`src/rtl/zx_mem_pkg.sv`:
```
`default_nettype none
// ============================================================================
// zx_mem_pkg
// Shared widths, RAM slot tags and CPU tracker states for the VRAM arbiter.
// Revision: 1.0
// ============================================================================
package zx_mem_pkg;

    localparam int unsigned c_VRAM_ADDR_W = 13;
    localparam int unsigned c_VRAM_DATA_W = 8;

    typedef enum logic [1:0] {
        SLOT_NONE   = 2'd0,
        SLOT_VID    = 2'd1,
        SLOT_CPU_RD = 2'd2,
        SLOT_CPU_WR = 2'd3
    } slot_tag_e;

    typedef enum logic [1:0] {
        CPU_IDLE = 2'd0,
        CPU_PEND = 2'd1,
        CPU_DONE = 2'd2
    } cpu_state_e;

endpackage
`default_nettype wire

```
`src/rtl/vram_slot_pipe.sv`:
```
`default_nettype none
// ============================================================================
// vram_slot_pipe
// Two-stage tag shift following each RAM slot to its read-data cycle.
// Revision: 1.0
// ============================================================================
module vram_slot_pipe
    import zx_mem_pkg::*;
(
    input  logic      clk,
    input  logic      resetn,
    input  slot_tag_e slot_in,
    output logic      vid_valid,
    output logic      cpu_capture,
    output logic      cpu_rd_inflight
);

    slot_tag_e stage1_q;
    slot_tag_e stage1_d;
    slot_tag_e stage2_q;
    slot_tag_e stage2_d;

    // stage1 = slot on the RAM bus, stage2 = cycle its ram_dout is valid
    always_comb begin
        stage1_d = slot_in;
        stage2_d = stage1_q;
    end

    always_ff @(posedge clk) begin
        if (!resetn) begin
            stage1_q <= SLOT_NONE;
            stage2_q <= SLOT_NONE;
        end else begin
            stage1_q <= stage1_d;
            stage2_q <= stage2_d;
        end
    end

    assign vid_valid       = resetn & (stage2_q == SLOT_VID);
    assign cpu_capture     = resetn & (stage2_q == SLOT_CPU_RD);
    assign cpu_rd_inflight = (stage1_q == SLOT_CPU_RD) | (stage2_q == SLOT_CPU_RD);

endmodule
`default_nettype wire

```
`src/rtl/vram_arbiter.sv`:
```
`default_nettype none
// ============================================================================
// vram_arbiter
// Single-port VRAM shared by the Z80 bus and the pixel fetcher, video first.
// Revision: 1.0
// ============================================================================
module vram_arbiter
    import zx_mem_pkg::*;
#(
    parameter int unsigned ADDR_W        = c_VRAM_ADDR_W,
    parameter int unsigned DATA_W        = c_VRAM_DATA_W,
    parameter int unsigned MAX_VID_BURST = 4
) (
    input  logic              clk,
    input  logic              resetn,
    input  logic              cpu_sel,
    input  logic              cpu_rd,
    input  logic              cpu_wr,
    input  logic [ADDR_W-1:0] cpu_addr,
    input  logic [DATA_W-1:0] cpu_wdata,
    output logic [DATA_W-1:0] cpu_rdata,
    output logic              cpu_wait_n,
    input  logic              vid_req,
    input  logic [ADDR_W-1:0] vid_addr,
    output logic              vid_gnt,
    output logic              vid_valid,
    output logic [DATA_W-1:0] vid_data,
    output logic              ram_ce,
    output logic              ram_wre,
    output logic [ADDR_W-1:0] ram_ad,
    output logic [DATA_W-1:0] ram_din,
    input  logic [DATA_W-1:0] ram_dout
);

    localparam int unsigned           c_BURST_W   = 4;
    localparam logic [c_BURST_W-1:0]  c_BURST_MAX = c_BURST_W'(MAX_VID_BURST);

    cpu_state_e           state_q,   state_d;
    logic [c_BURST_W-1:0] burst_q,   burst_d;
    logic                 ram_ce_q,  ram_ce_d;
    logic                 ram_wre_q, ram_wre_d;
    logic [ADDR_W-1:0]    ram_ad_q,  ram_ad_d;
    logic [DATA_W-1:0]    ram_din_q, ram_din_d;
    logic [DATA_W-1:0]    rdata_q,   rdata_d;
    slot_tag_e            w_slot_tag;

    logic w_cpu_req;
    logic w_cpu_active;
    logic w_cpu_elig;
    logic w_burst_full;
    logic w_cpu_gnt;
    logic w_vid_gnt;
    logic w_cpu_capture;
    logic w_cpu_rd_inflight;

    assign w_cpu_req    = cpu_sel & (cpu_rd | cpu_wr);
    assign w_cpu_active = resetn & ((state_q == CPU_PEND) |
                                    ((state_q == CPU_IDLE) & w_cpu_req));
    // An aborted (deselected) cycle or a read still in the pipe never issues a slot
    assign w_cpu_elig   = resetn & w_cpu_req & (state_q != CPU_DONE) & ~w_cpu_rd_inflight;
    assign w_burst_full = (burst_q == c_BURST_MAX);
    assign w_cpu_gnt    = w_cpu_elig & (~vid_req | w_burst_full);
    assign w_vid_gnt    = resetn & vid_req & ~(w_cpu_elig & w_burst_full);

    always_comb begin
        state_d    = state_q;
        burst_d    = burst_q;
        ram_ce_d   = 1'b0;
        ram_wre_d  = 1'b0;
        ram_ad_d   = ram_ad_q;
        ram_din_d  = ram_din_q;
        rdata_d    = rdata_q;
        w_slot_tag = SLOT_NONE;

        if (w_cpu_gnt) begin
            ram_ce_d = 1'b1;
            ram_ad_d = cpu_addr;
            if (cpu_wr) begin
                ram_wre_d  = 1'b1;
                ram_din_d  = cpu_wdata;
                w_slot_tag = SLOT_CPU_WR;
            end else begin
                w_slot_tag = SLOT_CPU_RD;
            end
        end else if (w_vid_gnt) begin
            ram_ce_d   = 1'b1;
            ram_ad_d   = vid_addr;
            w_slot_tag = SLOT_VID;
        end

        if (w_cpu_gnt || !w_cpu_elig) begin
            burst_d = '0;
        end else if (w_vid_gnt && !w_burst_full) begin
            burst_d = burst_q + c_BURST_W'(1);
        end

        if (w_cpu_capture) begin
            rdata_d = ram_dout;
        end

        case (state_q)
            CPU_IDLE: begin
                if (w_cpu_req) begin
                    state_d = (w_cpu_gnt && cpu_wr) ? CPU_DONE : CPU_PEND;
                end
            end
            CPU_PEND: begin
                if (!cpu_sel) begin
                    state_d = CPU_IDLE;
                end else if ((w_cpu_gnt && cpu_wr) || w_cpu_capture) begin
                    state_d = CPU_DONE;
                end
            end
            CPU_DONE: begin
                if (!cpu_sel) begin
                    state_d = CPU_IDLE;
                end
            end
            default: state_d = CPU_IDLE;
        endcase
    end

    always_ff @(posedge clk) begin
        if (!resetn) begin
            state_q   <= CPU_IDLE;
            burst_q   <= '0;
            ram_ce_q  <= 1'b0;
            ram_wre_q <= 1'b0;
            ram_ad_q  <= '0;
            ram_din_q <= '0;
            rdata_q   <= {DATA_W{1'b1}};
        end else begin
            state_q   <= state_d;
            burst_q   <= burst_d;
            ram_ce_q  <= ram_ce_d;
            ram_wre_q <= ram_wre_d;
            ram_ad_q  <= ram_ad_d;
            ram_din_q <= ram_din_d;
            rdata_q   <= rdata_d;
        end
    end

    vram_slot_pipe u_slot_pipe (
        .clk             (clk),
        .resetn          (resetn),
        .slot_in         (w_slot_tag),
        .vid_valid       (vid_valid),
        .cpu_capture     (w_cpu_capture),
        .cpu_rd_inflight (w_cpu_rd_inflight)
    );

    assign vid_gnt    = w_vid_gnt;
    assign cpu_wait_n = ~w_cpu_active;
    assign cpu_rdata  = rdata_q;
    assign vid_data   = ram_dout;
    assign ram_ce     = ram_ce_q;
    assign ram_wre    = ram_wre_q;
    assign ram_ad     = ram_ad_q;
    assign ram_din    = ram_din_q;

endmodule
`default_nettype wire
```
`config.mk`:
```
export PLATFORM = sky130hd
export DESIGN_NAME = vram_arbiter
export DESIGN_NICKNAME = d
export VERILOG_FILES = /design/src/rtl/zx_mem_pkg.sv /design/src/rtl/vram_slot_pipe.sv /design/src/rtl/vram_arbiter.sv
export SDC_FILE = /design/constraint.sdc
export NUM_CORES = 1
export LEC_CHECK = 0
export BUFFER_PORTS_ARGS = -buffer_cell sky130_fd_sc_hd__buf_2
export CAP_MARGIN = 10
export CORE_ASPECT_RATIO = 0.9
export CORE_UTILIZATION = 35
export CTS_CLUSTER_SIZE = 20
export DETAILED_ROUTE_END_ITERATION = 10
export PLACE_DENSITY = 0.66
export SLEW_MARGIN = 10
export SYNTH_ARGS = -nofsm -noshare
export SYNTH_HDL_FRONTEND = slang
export SYNTH_HIERARCHICAL = 1
export SYNTH_SLANG_ARGS = --single-unit
```
`constraint.sdc`:
```
create_clock -name clk -period 1.4 [get_ports clk]
set_input_delay 0.14 -clock clk [delete_from_list [all_inputs] [get_ports clk]]
set_output_delay 0.14 -clock clk [all_outputs]
set_load 0.03 [all_outputs]
```
==> results of run 1 <==
stage by stage:
stage,setup WS [ns],cell area (sq um),cells,utilization [%]
floorplan,-0.04560,1833,198,-
global placement,0.02127,2345,345,47.90
detailed placement,-0.03233,2345,345,47.90
CTS,-0.1409,2496,355,51.00
global route,-0.2110,2609,361,53.30
finish,-0.1370,2609,361,53.30
final cells by class:
cell class / count / area, sq um / area share [%]
Clock buffer: 7 / 86.33 / 3.309
Multi-Input combinational cell: 133 / 923.4 / 35.40
Clock inverter: 1 / 30.03 / 1.151
Inverter: 5 / 18.77 / 0.7194
Tap cell: 65 / 81.33 / 3.118
Timing Repair Buffer: 109 / 639.4 / 24.51
Sequential cell: 41 / 829.5 / 31.80
power groups by stage:
stage | registers, mW | clock network (mW) | logic, mW
2_1_floorplan | 1.36 | 0 | 0.201
3_3_place_gp | 1.27 | 0 | 0.441
3_5_place_dp | 1.27 | 0 | 0.446
4_1_cts | 1.24 | 1.01 | 0.456
5_1_grt | 1.25 | 1.06 | 0.516
6_report | 1.25 | 0.981 | 0.479
state kept, by name, summed over array words and instances (netlist names):
register and cells:
cpu_rdata 8, state_q 2, ram_ce 1, burst_q 4, ram_wre 1, ram_din 8
u_slot_pipe/stage1_q 2, u_slot_pipe/stage2_q 2, ram_ad 13
worst max path at each step:
stage / from / endpoint / slack [ns] / cells past startpoint
3_3_place_gp: u_slot_pipe/stage2_q[0]$_SDFF_PN0_ / ram_din[7]$_SDFFE_PN0P_ / 0.02 / 5
5_1_grt: state_q[1]$_SDFFE_PN0P_ / vid_gnt / -0.21 / 5
4_1_cts: state_q[1]$_SDFFE_PN0P_ / vid_gnt / -0.14 / 5
6_report: state_q[1]$_SDFFE_PN0P_ / vid_gnt / -0.14 / 5
2_1_floorplan: u_slot_pipe/stage2_q[1]$_SDFF_PN0_ / state_q[1]$_SDFFE_PN0P_ / -0.05 / 6
3_5_place_dp: u_slot_pipe/stage2_q[0]$_SDFF_PN0_ / ram_din[4]$_SDFFE_PN0P_ / -0.03 / 5
logic make-up (layout without fill, tap and decap cells):
logic type                 count (synthesis)  count (layout)
adders and majority gates                  2               2
xor gates and xnor gates                   2               2
and+or+nand+nor                           78              78
DFF                                       41              41
AOI/OAI and AO/OA                         30              30
muxes                                     21              21
buffers and inverters                     24             122
Yosys cell counts, types with 2 or more instances:
| cell | n |
|---|---|
| clkbuf_1 | 5 |
| a211oi_1 | 2 |
| o21ai_1 | 9 |
| inv_1 | 5 |
| o21ai_0 | 14 |
| dfxtp_1 | 41 |
| mux2i_1 | 8 |
| nor2_1 | 5 |
| nand3_1 | 14 |
| nand2b_1 | 2 |
| mux2_2 | 13 |
| nor2b_1 | 2 |
| and2_2 | 5 |
| ha_1 | 2 |
| nand2_1 | 40 |
| buf_4 | 8 |
| buf_2 | 5 |
critical path: stages (launching register included):
cell,delay (ns)
dfxtp_2,0.33
nor2b_4,0.13
nor4_4,0.29
buf_4,0.17
a21oi_2,0.05
buf_6,0.13
what timing repair did:
action / CTS / global route
cloned: 1 / 2
endpoints found under the setup margin: 12 / 29
gates resized for setup: 9 / 35
pin swaps: 5 / 12
hold endpoints to repair: 0 / 0
hold buffers: 0 / 0
buffers inserted: 1 / 4
layer usage:
| layer | global-route usage, % | routed length (um) |
|---|---|---|
| met4 | 6.918 | 50 |
| met5 | 0 | 0 |
| met3 | 3.791 | 276 |
| met2 | 25.27 | 2117 |
| met1 | 19.11 | 1941 |
==> results.ini, run 1 <==
[clocking]
cts_sinks=41
htree_levels=2
root_buffer=clkbuf_8
path_clk_slew_ns=0.08
clock_path_buffers=2
clock_latency_ns=0.30
cts_buffers=5
cts_tree=yes

[layout]
most-common-layout-cells=buf_2, nand2_1, dfxtp_1
final_common_cell=buf_2
fill_cells=483
drive_gt1_share_pct=55.41
area_growth_pct=44.19
diodes=0
nets=345

[sta]
slew_violations=0
tightest_slew_ns=0.4184
period_minus_slack_ns=1.537
rsz0062_at_grt=true
hold_viol=0
setup_slack_ns=-0.1370
setup_viol=8
post-route-period-util_pct=109.8
slew_headroom_pct=72.11
fin_skew_ns=0.01007
holdWs_ns=0.04291
tns_ns=-0.2883
clock.fmax_mhz=650.6

[job]
maxCapViolCount=0

[worst_setup_path]
crit_path_start_kind=flop
cp.required_ns=1.26
crit_type=flop to primary output
worstPathArrival_ns=1.40
worstSetupEndpointType=primary output
r2r_slack_ns=-0.04
r2r-start=state_q[1]$_SDFFE_PN0P_
reg2reg_to=burst_q[1]$_SDFFE_PP0P_
reg2reg_depth=6
path_max_fanout=2

[synthesis]
syn-cell-area_sq_mm=0.001809
synth_top_area_share_pct=45.37
ys_ff_latch=41
synth_compound_area_share_pct=9.959
synth_ff_type=dfxtp_1
synth.area.mux_share_pct=12.52
synth_simple_gate_area_share_pct=22.41
synth_top_family_by_area=simple AND/OR/NAND/NOR gates
synth_top_area_cell=dfxtp_1
synth-seq-area-share_pct=45.37
synth_xor_area_share_pct=0.9682
synth_warnings=6
async_flop_share_pct=0
syn_area_per_cell_sq_um=9.138
synth.distinct_cells=35
synth_area_leaders=dfxtp_1, nand2_1, mux2_2, mux2i_1, nand3_1
synth_edf_count=0
syn-num-nets=248
synth_fa_ha_area_share_pct=1.383
synth_cells=198

[routing]
drt_wl_total_um=4385
dr.pass1.iters=4
routedWlPerCell_um=12.15
via_count=1671
vias_per_cell=4.629
drc=0
drt.antenna.violating_nets=0
drt_iter0_drc=62

[floorplan]
die_h_um=70.21
start_util_pct=36.96
die_area_sq_mm=0.005461
ios=90
core_area_sq_mm=0.004895
row_count=24
die_w_um=77.79

[run_status]
status=finished, violations left
violations=negative setup slack

[grt]
antenna_found_initial=0
grt_pass1_vias=1455
grt_overflow_total=0
grt_usage_pct=15.44
grt_max_degree=20
grt_pass1_wl_um=6589

[worst_hold_path]
whs_path_depth=3
hold_start=cpu_wdata[5]
hold_path_end=ram_din[5]$_SDFFE_PN0P_
hold_class=input port to flop

[power_and_ir_drop]
clkPwrFrac_pct=36.3
sequentialPowerShare_pct=46.0
peakVddDrop_v=0.0005417
power_mw=2.705
power_frac_comb_pct=17.7
switching_share_pct=26.08
leakagePower_nw=1.173
p_sw_mw=0.7055
power.density_mw_per_mm2=1037
p_int_mw=2.000

[place]
dp_hpwl_um=2897
io_buffers=89
place.gp.congestion=0.7141

No activity file was read; power rests on OpenSTA's default activity.
==> run 2, diff against run 1 <==
==> constraint.sdc (replaced) <==
create_clock -name clk -period 1.3 [get_ports clk]
set_input_delay 0.13 -clock clk [delete_from_list [all_inputs] [get_ports clk]]
set_output_delay 0.13 -clock clk [all_outputs]
set_load 0.03 [all_outputs]
==> run 2 against run 1 <==
Sequential cell count is the same; worst hold slack lost 0.0050 ns; critical path depth is the same; non-clock buffer count grew 11; the run still ends with negative setup slack left.
==> results.ini, run 2 (synthesized netlist as in run 1, its figures left out) <==
[layout]
nets=357
drive_gt1_share_pct=59.09
utilization_pct=56.11
area_growth_pct=51.80
fill_cells=456
diodes=0
largest_register_ffs=13
most-common-layout-cells=buf_2, dfxtp_1, nand2_1
fin_cells=373
final_common_cell=buf_2
design_area_sq_mm=0.002746

[grt]
grt_max_degree=17
grt_pass1_vias=1646
grt_overflow_total=0
antenna_found_initial=0
grt_usage_pct=17.64
grt_pass1_wl_um=7424

[clocking]
clock_latency_ns=0.29
clock_path_buffers=2
root_buffer=clkbuf_8
path_clk_slew_ns=0.07
htree_levels=2
cts_sinks=41
cts_tree=yes
hold_buffers=0
cts_buffers=5

[power_and_ir_drop]
power.density_mw_per_mm2=1077
peakVddDrop_v=0.0004878
leakagePower_nw=1.246
power_mw=2.959

[place]
place.gp.congestion=0.7490
io_buffers=89
dpl.cell_count=353
dp_slack_ns=-0.1713
place_area_sq_mm=0.002397
dp_hpwl_um=3166

[routing]
routedWlPerCell_um=12.93
drt_wl_total_um=4824
drt.antenna.violating_nets=0
drc=0
via_count=1738
dr.pass1.iters=4
drt_iter0_drc=54
vias_per_cell=4.660

[worst_setup_path]
cp_slowest_stage_delay_ns=0.33
worstPathArrival_ns=1.40
crit_chain=nor2b_4, nor4_4, buf_4, a21oi_2, buf_6
crit_type=flop to primary output
cp.required_ns=1.17
path_max_fanout=2
slowest_stage=dfxtp_2
r2r_slack_ns=-0.16
crit_path_start_kind=flop
worstSetupEndpointType=primary output

[sta]
period_minus_slack_ns=1.533
slew_headroom_pct=80.71
rsz0062_at_grt=true
slew_violations=0
clock.fmax_mhz=652.3
holdWs_ns=0.03791
hold_viol=0
tightest_slew_ns=0.2886
tns_ns=-2.400
post-route-period-util_pct=117.9
setup_slack_ns=-0.2331
setup_viol=31
fin_skew_ns=0.005542

[run_status]
status=finished, violations left
violations=negative setup slack

[job]
maxCapViolCount=0

[floorplan]
core_area_sq_mm=0.004895
die_w_um=77.79
ios=90
start_util_pct=36.96
row_count=24
die_area_sq_mm=0.005461
die_h_um=70.21

[worst_hold_path]
hold_class=input port to flop

==> run 2: cell count changes in the layout (fill, tap and decap cells not counted), moves of 2 or more <==
| cell | delta |
|---|---|
| buf_4 | +8 |
| buf_6 | +4 |
| and2_4 | +3 |
| and2_2 | -2 |
| nand2_1 | -2 |
| nand2_2 | +2 |
| o21ai_0 | -2 |
==> run 2: what timing repair did <==
action	CTS	global route
gates resized for setup	17	44
pin swaps	4	14
buffers inserted	5	6
setup endpoints to repair	31	42
gates cloned	4	0
==> run 2: path summary, 6_finish.rpt <==
path / to / depth (start not counted) / start
max: vid_gnt / 5 / state_q[1]$_SDFFE_PN0P_
min: ram_din[6]$_SDFFE_PN0P_ / 3 / cpu_wdata[6]
max reg2reg: ram_din[4]$_SDFFE_PN0P_ / 8 / u_slot_pipe/stage2_q[1]$_SDFF_PN0_
min reg2reg: ram_din[2]$_SDFFE_PN0P_ / 2 / ram_din[2]$_SDFFE_PN0P_
==> run 2: per-layer routing <==
metal | routed length (um) | track usage [%] | vias up
met3 | 261 | 4.314 | 5
met2 | 2385 | 30.19 | 55
li1 | - | - | 886
met1 | 2128 | 20.87 | 792
met5 | 0 | 0 | -
met4 | 48 | 7.547 | 0
==> run 2: area by class of cell <==
cell class / instances / area (sq um) / area share, %
flip-flops and latches: 41 / 833.3 / 30.34
repair buffers: 120 / 734.5 / 26.74
clock inverters: 1 / 30.03 / 1.093
well taps: 65 / 81.33 / 2.961
inverters: 5 / 18.77 / 0.6834
clock buffers: 7 / 86.33 / 3.144
multi-input cells: 134 / 962.2 / 35.03
==> run 2: worst max-delay path: cells and delay by family (launching register included) <==
kind / cells / cell delay, ns
compound gates: 1 / 0.05
buf+inv: 2 / 0.31
flops: 1 / 0.33
simple gates: 2 / 0.42
==> run 2: report_power, final <==
part	switching, mW	internal, mW
Combinational	0.315	0.240
Sequential	0.0292	1.31
Clock	0.438	0.626
Total	0.782	2.18
==> run 3, diff against run 2 <==
--- a/config.mk
+++ b/config.mk
@@ -8,10 +8,10 @@
 export BUFFER_PORTS_ARGS = -buffer_cell sky130_fd_sc_hd__buf_2
 export CAP_MARGIN = 10
 export CORE_ASPECT_RATIO = 0.9
-export CORE_UTILIZATION = 35
+export CORE_UTILIZATION = 41
 export CTS_CLUSTER_SIZE = 20
 export DETAILED_ROUTE_END_ITERATION = 10
-export PLACE_DENSITY = 0.66
+export PLACE_DENSITY = 0.76
 export SLEW_MARGIN = 10
 export SYNTH_ARGS = -nofsm -noshare
 export SYNTH_HDL_FRONTEND = slang
==> run 3 against run 2 <==
The run still ends with negative setup slack left; final area fell by 3.2%; sequential power barely moved; power fell by 8.4%; sequential cell count did not move; critical path depth rose by 1; combinational power fell by 2%; fmax fell by 2.1%; largest power group unchanged; non-clock buffer count fell by 7; core utilization rose by 7.8 points; via count rose by 0.58%; largest cell class unchanged; worst hold slack improved by 0.0018 ns; die area fell by 14%.
==> results.ini, run 3 (synthesized netlist as in run 1, its figures left out) <==
[grt]
grt_max_degree=24
antenna_found_initial=0
grt_overflow_total=0
grt_pass1_wl_um=6893
grt_pass1_vias=1693
grt_usage_pct=18.96

[sta]
holdWs_ns=0.03971
slew_headroom_pct=73.60
tightest_slew_ns=0.3961
setup_slack_ns=-0.2663
post-route-period-util_pct=120.5
hold_viol=0
period_minus_slack_ns=1.566
slew_violations=0
tns_ns=-3.359
rsz0062_at_grt=true
setup_viol=36
clock.fmax_mhz=638.5
fin_skew_ns=0.003606

[layout]
diodes=0
area_growth_pct=46.89
nets=350
largest_register_ffs=13
most-common-layout-cells=buf_2, dfxtp_1, nand2_1
final_common_cell=buf_2
drive_gt1_share_pct=58.00

[routing]
dr.pass1.iters=4
drc=0
via_count=1748
drt_wl_total_um=4460
drt.antenna.violating_nets=0
vias_per_cell=4.856
drt_iter0_drc=55
routedWlPerCell_um=12.39

[power_and_ir_drop]
switching_share_pct=27.51
p_int_mw=1.965
p_sw_mw=0.7456
leakagePower_nw=1.200
power_frac_comb_pct=20.1
power.density_mw_per_mm2=1020
peakVddDrop_v=0.0006282
sequentialPowerShare_pct=49.5
clkPwrFrac_pct=30.4

[clocking]
clock_path_buffers=2
cts_buffers=5
htree_levels=2
cts_tree=yes
cts_sinks=41
path_clk_slew_ns=0.07
root_buffer=clkbuf_8
clock_latency_ns=0.29

[worst_setup_path]
worstSetupEndpointType=primary output
cpLargestDelayFamily=buffers and inverters
path_max_fanout=3
crit_type=flop to primary output
crit_chain=inv_2, o22ai_4, nor4_4, buf_4, a21oi_2, buf_6
worstPathArrival_ns=1.44
cp_slowest_stage_delay_ns=0.33
slowest_stage=dfxtp_2
critPathBufInv=3
crit_path_start_kind=flop
cp.required_ns=1.17

[floorplan]
start_util_pct=43.53
ios=90
die_area_sq_mm=0.004683
core_area_sq_mm=0.004156
die_h_um=65.02
row_count=22
die_w_um=72.02

[place]
dp_hpwl_um=2939
place.gp.congestion=0.7563
io_buffers=89

[run_status]
violations=negative setup slack
status=finished, violations left

[job]
maxCapViolCount=0

[worst_hold_path]
hold_class=input port to flop

==> run 3: tightest hold or removal path: cells and delay by family <==
| family | cells | cell delay, ns |
|---|---|---|
| compound gates | 1 | 0.04 |
| buf+inv | 1 | 0.08 |
| simple gates | 1 | 0.05 |
==> run 3: power groups by stage <==
| stage | combinational, mW | clock (mW) | sequential (mW) |
|---|---|---|---|
| 6_report | 0.544 | 0.824 | 1.34 |
| 5_1_grt | 0.586 | 0.888 | 1.35 |
| 4_1_cts | 0.517 | 0.846 | 1.34 |
| 3_5_place_dp | 0.494 | 0 | 1.37 |
| 3_3_place_gp | 0.487 | 0 | 1.37 |
| 2_1_floorplan | 0.219 | 0 | 1.46 |
==> run 3: metal layers <==
layer,share of wire (%),track usage (%),vias up,wire length (um)
li1,-,-,869,-
met1,41,20.06,812,1816
met2,52,33.73,59,2329
met3,5.0,5.288,8,222
met4,2.1,10.78,0,92
met5,0,0,-,0
==> run 3: worst paths after layout <==
| check | cells after the start | to | slack (ns) | start |
|---|---|---|---|---|
| max | 6 | vid_gnt | -0.27 | u_slot_pipe/stage1_q[1]$_SDFF_PN0_ |
| min reg2reg | 2 | ram_din[6]$_SDFFE_PN0P_ | 0.45 | ram_din[6]$_SDFFE_PN0P_ |
| max reg2reg | 6 | state_q[1]$_SDFFE_PN0P_ | -0.23 | u_slot_pipe/stage1_q[1]$_SDFF_PN0_ |
| min | 3 | ram_din[1]$_SDFFE_PN0P_ | 0.04 | cpu_wdata[1] |
==> run 3: what timing repair did <==
item                                    CTS  global route
hold buffers                              0             0
cloned                                    2             0
setup buffers                             3             3
pin swaps                                 9            14
endpoints found under the setup margin   32            42
resized for setup                        25            25
==> run 3: area by class of cell <==
type	instances	area [sq um]
fill	363	1499
multi-input combinational	134	964.7
sequential	41	828.3
timing repair buffer	113	684.4
clock buffer	7	86.33
tap	60	75.07
inverter	5	18.77
==> run 3: metrics by stage <==
step                      cells  util, %  instance area [sq um]  setup WS (ns)  power, mW
after floorplan             198        -                   1839        -0.1389      1.683
after global placement      346    57.77                   2401       -0.05785      1.854
after detailed placement    346    57.77                   2401        -0.1091      1.862
after CTS                   358    61.92                   2574        -0.2498      2.704
after global routing        360    63.94                   2658        -0.3305      2.822
final                       360    63.94                   2658        -0.2663      2.711
